File: config.mk
export PLATFORM = sky130hd
export DESIGN_NAME = wb_spram_ctrl
export DESIGN_NICKNAME = d
export VERILOG_FILES = /design/src/rtl/wb_spram_pkg.sv /design/src/rtl/wb_spram_ctrl.sv
export SDC_FILE = /design/constraint.sdc
export NUM_CORES = 1
export LEC_CHECK = 0
export CAP_MARGIN = 15
export CORE_MARGIN = 1
export CORE_UTILIZATION = 23
export CTS_CLUSTER_SIZE = 8
export DETAILED_ROUTE_END_ITERATION = 10
export PLACE_DENSITY = 0.89
export SYNTH_ARGS = -nofsm -noshare
export SYNTH_HDL_FRONTEND = slang
export SYNTH_SLANG_ARGS = --single-unit
File: constraint.sdc
create_clock -name clk -period 1.6 [get_ports clk]
set_input_delay 0.24 -clock clk [delete_from_list [all_inputs] [get_ports clk]]
set_output_delay 0.24 -clock clk [all_outputs]
set_load 0.05 [all_outputs]
File: src/rtl/wb_spram_pkg.sv
// Shared types for the Wishbone single-port SRAM controller.
package wb_spram_pkg;

  typedef enum logic {
    SCRUB = 1'b0,
    RUN   = 1'b1
  } state_e;

  typedef struct packed {
    logic        cyc;
    logic        stb;
    logic        we;
    logic [31:0] adr;
    logic [3:0]  sel;
    logic [31:0] dat;
  } wb_req_t;

  // Address travels separately because its width depends on the RAM size.
  typedef struct packed {
    logic        ce;
    logic [3:0]  we;
    logic [31:0] d;
  } sram_port_t;

  localparam logic [3:0] ALL_LANES = 4'hF;

  // Full 32-bit compare so aliased high addresses are rejected, not wrapped.
  function automatic logic addr_in_range(logic [31:0] adr, logic [31:0] lim);
    return adr < lim;
  endfunction

endpackage

File: src/rtl/wb_spram_ctrl.sv
// Wishbone B4 pipelined slave in front of an external single-port SRAM.
// Optionally zero-fills the SRAM after reset before accepting traffic.
//
//  state | meaning
//  SCRUB | writing zero to word scrub counter, bus stalled
//  RUN   | bus operational, one request per cycle
module wb_spram_ctrl
  import wb_spram_pkg::*;
#(
  parameter int unsigned size       = 'h80,
  parameter int unsigned addr_width = $clog2(size) - 2,
  parameter bit          scrub_en   = 1'b1
) (
  input  logic                  clk,
  input  logic                  rst_n,
  input  logic                  wb_cyc,
  input  logic                  wb_stb,
  input  logic                  wb_we,
  input  logic [31:0]           wb_adr,
  input  logic [3:0]            wb_sel,
  input  logic [31:0]           wb_dat_i,
  output logic [31:0]           wb_dat_o,
  output logic                  wb_ack,
  output logic                  wb_err,
  output logic                  wb_stall,
  output logic [addr_width-1:0] ram_addr,
  output logic                  ram_ce,
  output logic [3:0]            ram_we,
  output logic [31:0]           ram_d,
  input  logic [31:0]           ram_q,
  output logic                  scrub_done
);

  localparam logic [31:0]           SizeBytes  = 32'(size);
  localparam logic [addr_width-1:0] LastWord   = '1;
  localparam state_e                ResetState = scrub_en ? SCRUB : RUN;

  state_e                state_q, state_d;
  logic [addr_width-1:0] cnt_q, cnt_d;
  logic                  ack_q, ack_d;
  logic                  err_q, err_d;
  wb_req_t               req;
  sram_port_t            port;
  logic                  accept;
  logic                  in_range;

  assign req = '{cyc: wb_cyc, stb: wb_stb, we: wb_we, adr: wb_adr,
                 sel: wb_sel, dat: wb_dat_i};

  assign accept   = (state_q == RUN) && req.cyc && req.stb;
  assign in_range = addr_in_range(req.adr, SizeBytes);

  // Next state, scrub counter, response flags and SRAM port drive.
  always_comb begin
    state_d  = state_q;
    cnt_d    = cnt_q;
    ack_d    = 1'b0;
    err_d    = 1'b0;
    port     = '0;
    ram_addr = '0;
    case (state_q)
      SCRUB: begin
        port.ce  = 1'b1;
        port.we  = ALL_LANES;
        port.d   = '0;
        ram_addr = cnt_q;
        cnt_d    = cnt_q + addr_width'(1);
        if (cnt_q == LastWord) begin
          state_d = RUN;
        end
      end
      RUN: begin
        if (accept) begin
          if (in_range) begin
            port.ce  = 1'b1;
            port.we  = req.we ? req.sel : 4'h0;
            port.d   = req.dat;
            ram_addr = req.adr[addr_width+1:2];
            ack_d    = 1'b1;
          end else begin
            err_d = 1'b1;
          end
        end
      end
      default: state_d = ResetState;
    endcase
  end

  // State, scrub counter and one-cycle-delayed responses.
  always_ff @(posedge clk or negedge rst_n) begin
    if (!rst_n) begin
      state_q <= ResetState;
      cnt_q   <= '0;
      ack_q   <= 1'b0;
      err_q   <= 1'b0;
    end else begin
      state_q <= state_d;
      cnt_q   <= cnt_d;
      ack_q   <= ack_d;
      err_q   <= err_d;
    end
  end

  // A master that drops cyc abandons any response still in flight.
  assign wb_ack     = ack_q & wb_cyc;
  assign wb_err     = err_q & wb_cyc;
  assign wb_dat_o   = ram_q;
  assign wb_stall   = (state_q == SCRUB);
  assign scrub_done = (state_q == RUN);
  assign ram_ce     = port.ce;
  assign ram_we     = port.we;
  assign ram_d      = port.d;

endmodule

==> metrics.csv <==
stage;metric;value;unit
outcome;status;finished, violations left;
outcome;failed_checks;setup timing;
cts;clock_sinks;8;
detailed_routing;dr.pass1.iters;4;
cts;postCtsHoldBufs;0;
sta;fmax;534;MHz
setup_path;cp_cell_sequence;clkdlybuf4s15_1 > nor4_4 > nand4_4 > buf_8 > clkbuf_16 > nor3_4 > buf_12;
place;place_congestion;0.698;
synth;synth_top_area_frac;0.208;
power;power.density;201;nW/um2
synth;ys_seq_area_frac;0.173;
sta;holdWs;0.295;ns
synth;synth_edf_count;0;
sta;fin_crit;1.87;ns
die;die-area;5310;um2
global_route;gr-total-overflow;0;
detailed_routing;detail_route.vias_per_cell;4.53;
setup_path;slowest_delay;0.32;ns
cts;cts_tree;yes;
die;boundaryPins;183;
cts;cts_buffers;3;
global_route;grt_max_degree;18;
synth;synth_ff_type;dfrtp_1;
global_route;grt.total_usage;0.199;
setup_path;crit_path_start_kind;input pin;
place;port_buffers;116;
detailed_routing;ant_nets;0;
setup_path;worst-path-max-fanout;7;
detailed_routing;top_layer;met4;
setup_path;end_kind;output port;
finish;n_antenna_cell;0;
synth;avgSynthCellArea;7.01;um2
detailed_routing;met1Wirelength;1680;um
cts;clockRootBuffer;clkbuf_8;
detailed_routing;wl_met3;445;um
global_route;grt_pass1_vias;1614;
die;core;4790;um2
synth;yosysWarnings;0;
setup_path;arrival;1.63;ns
worst_hold_path;hold_class;input pin to asynchronous set/reset pin;
sta;rsz0062_at_grt;yes;
synth;synth.area.top_cells;buf_4, dfrtp_1, nor3_1;
global_route;antenna_found_initial;0;
sta;worst_slack;-0.273;ns
setup_path;required;1.36;ns
finish;area.growth.synth_to_final;205;%
power;p_sw;0.182;mW
synth;synthesis.nets;272;
finish;final_core_util;0.738;
power;intPower;0.529;mW
sta;relSlewSlack;0.750;
die;initial_core_util;0.242;
synth;ys_top_cells_by_count;inv_1, nor3_1, buf_4;
cts;clk_latency;0.23;ns
synth;synth-async-reset-ratio;1.00;
synth;synth_area;1160;um2
cts;clk_pin_slew;0.04;ns
synth;synthDistinctLibCells;26;
detailed_routing;drc;0;
power;pwr-share-comb;0.355;
finish;nNetsFinal;380;
synth;synth.most_common_cell;inv_1;
finish;n_fill_cell;320;
power;ir_drop;0.175;mV
power;pwr-share-clk;0.357;
place;post_dp_cell_area;3250;um2
die;die_width;72.9;um
die;die_y;72.9;um
power;switching_share;0.256;
cts;htreeDepth;1;
sta;setup_viol;42;
global_route;grt_pass1_wl;7930;um
detailed_routing;num_vias;1536;
finish;drive_gt1_frac;0.544;
die;num_rows;25;
synth;synth_top_area_cell;buf_4;
finish;stdcell_area;3530;um2
detailed_routing;routed_wl;5060;um
flow_run;cap_violations;0;
place;dp_hpwl;3980;um
detailed_routing;dr_wl_met2;2810;um
sta;hold_violations;0;
sta;drv_slew;0;
power;seq_power_share;0.288;
setup_path;worstSetupPathType;input pin to output port;
synth;ys_ff_latch;8;
sta;tightest_slew;0.374;ns
detailed_routing;wl_per_cell;14.9;um
power;p_leak;1.63;nW
setup_path;critPathSlowestCell;nor4_4;
sta;finClkSkew;0.00284;ns
sta;min_period_over_period;1.17;
detailed_routing;first_iter_violations;34;
cts;clockBufferDepth;2;
synth;synthCells;165;
## routing by layer
metal	up-vias	track usage
met5	-	0
met4	0	0.0741
met3	15	0.0470
met2	96	0.389
met1	711	0.203
li1	714	-
## power groups by stage
stage          combinational (mW)  sequential, mW  clock, mW
2_1_floorplan               0.281           0.207          0
3_3_place_gp                0.262           0.207          0
3_5_place_dp                0.269           0.208          0
4_1_cts                     0.257           0.205      0.260
5_1_grt                     0.271           0.205      0.276
6_report                    0.252           0.205      0.254
## kinds of logic after synthesis
logic type	Yosys count	synth area share
compound gates	11	0.0985
xor+xnor	3	0.0227
fa+ha+maj	2	0.0216
buf+inv	85	0.383
flops	8	0.173
mux	2	0.0195
simple gates	54	0.281
## area by class of cell
class	count	area [um2]	area share
timing repair buffer	145	1970	0.559
tap	67	83.8	0.0237
multi-input combinational	72	1070	0.302
inverter	43	161	0.0457
clock buffer	4	45.0	0.0128
sequential	8	201	0.0571
## registers in the layout, summed over array words and instances (netlist names)
register / flops
ack_q: 1
cnt_q: 5
scrub_done: 1
err_q: 1
## worst max-delay path, delay by kind of cell
family                 cells  cell delay [ns]
buffers and inverters      4             0.74
and+or+nand+nor            3             0.65
## per-stage QoR
step / TNS [ns] / worst slack (ns) / cells / total power [mW]
3_5_place_dp: -23.64 / -0.614 / 318 / 0.476
6_report: -10.37 / -0.273 / 339 / 0.711
3_3_place_gp: -22.24 / -0.558 / 318 / 0.470
2_1_floorplan: -19.74 / -0.498 / 165 / 0.488
5_1_grt: -13.22 / -0.351 / 339 / 0.751
4_1_cts: -11.09 / -0.332 / 343 / 0.722
## path summary, 6_finish.rpt
path	start	to	slack [ns]	cells after the start
setup / recovery	wb_adr[9]	ram_d[27]	-0.27	7
hold / removal	rst_n	err_q	0.29	1
setup reg to reg	cnt_q[0]	cnt_q[4]	0.14	4
hold reg to reg	cnt_q[3]	cnt_q[3]	0.50	1
max in group asynchronous	rst_n	scrub_done	1.02	1
min in group clk	wb_adr[8]	err_q	0.38	4
## cell usage in the layout, fill, tap and decap left out, types with 2 or more instances in the layout
master,netlist,layout
xnor2_1,3,3
buf_12,0,50
clkdlybuf4s50_1,0,43
mux2_2,2,2
inv_1,43,43
buf_16,0,5
nor2_1,2,2
nand4_1,2,2
dlygate4sd2_1,0,9
buf_6,0,10
buf_4,32,11
o32ai_4,0,5
nand2_1,4,4
buf_2,3,10
clkbuf_2,0,2
and2_1,2,2
o31ai_4,0,4
clkbuf_8,0,3
nor3_4,0,32
ha_1,2,2
dfrtp_1,8,7
nor4_4,2,5
clkdlybuf4s15_1,0,3
## repair_timing
| action | CTS | global route |
|---|---|---|
| gates cloned | 5 | 1 |
| pin swaps | 22 | 10 |
| resized for setup | 87 | 11 |
| setup endpoints to repair | 42 | 43 |
| buffers inserted | 16 | 1 |
(Power assumes the default switching activity.)
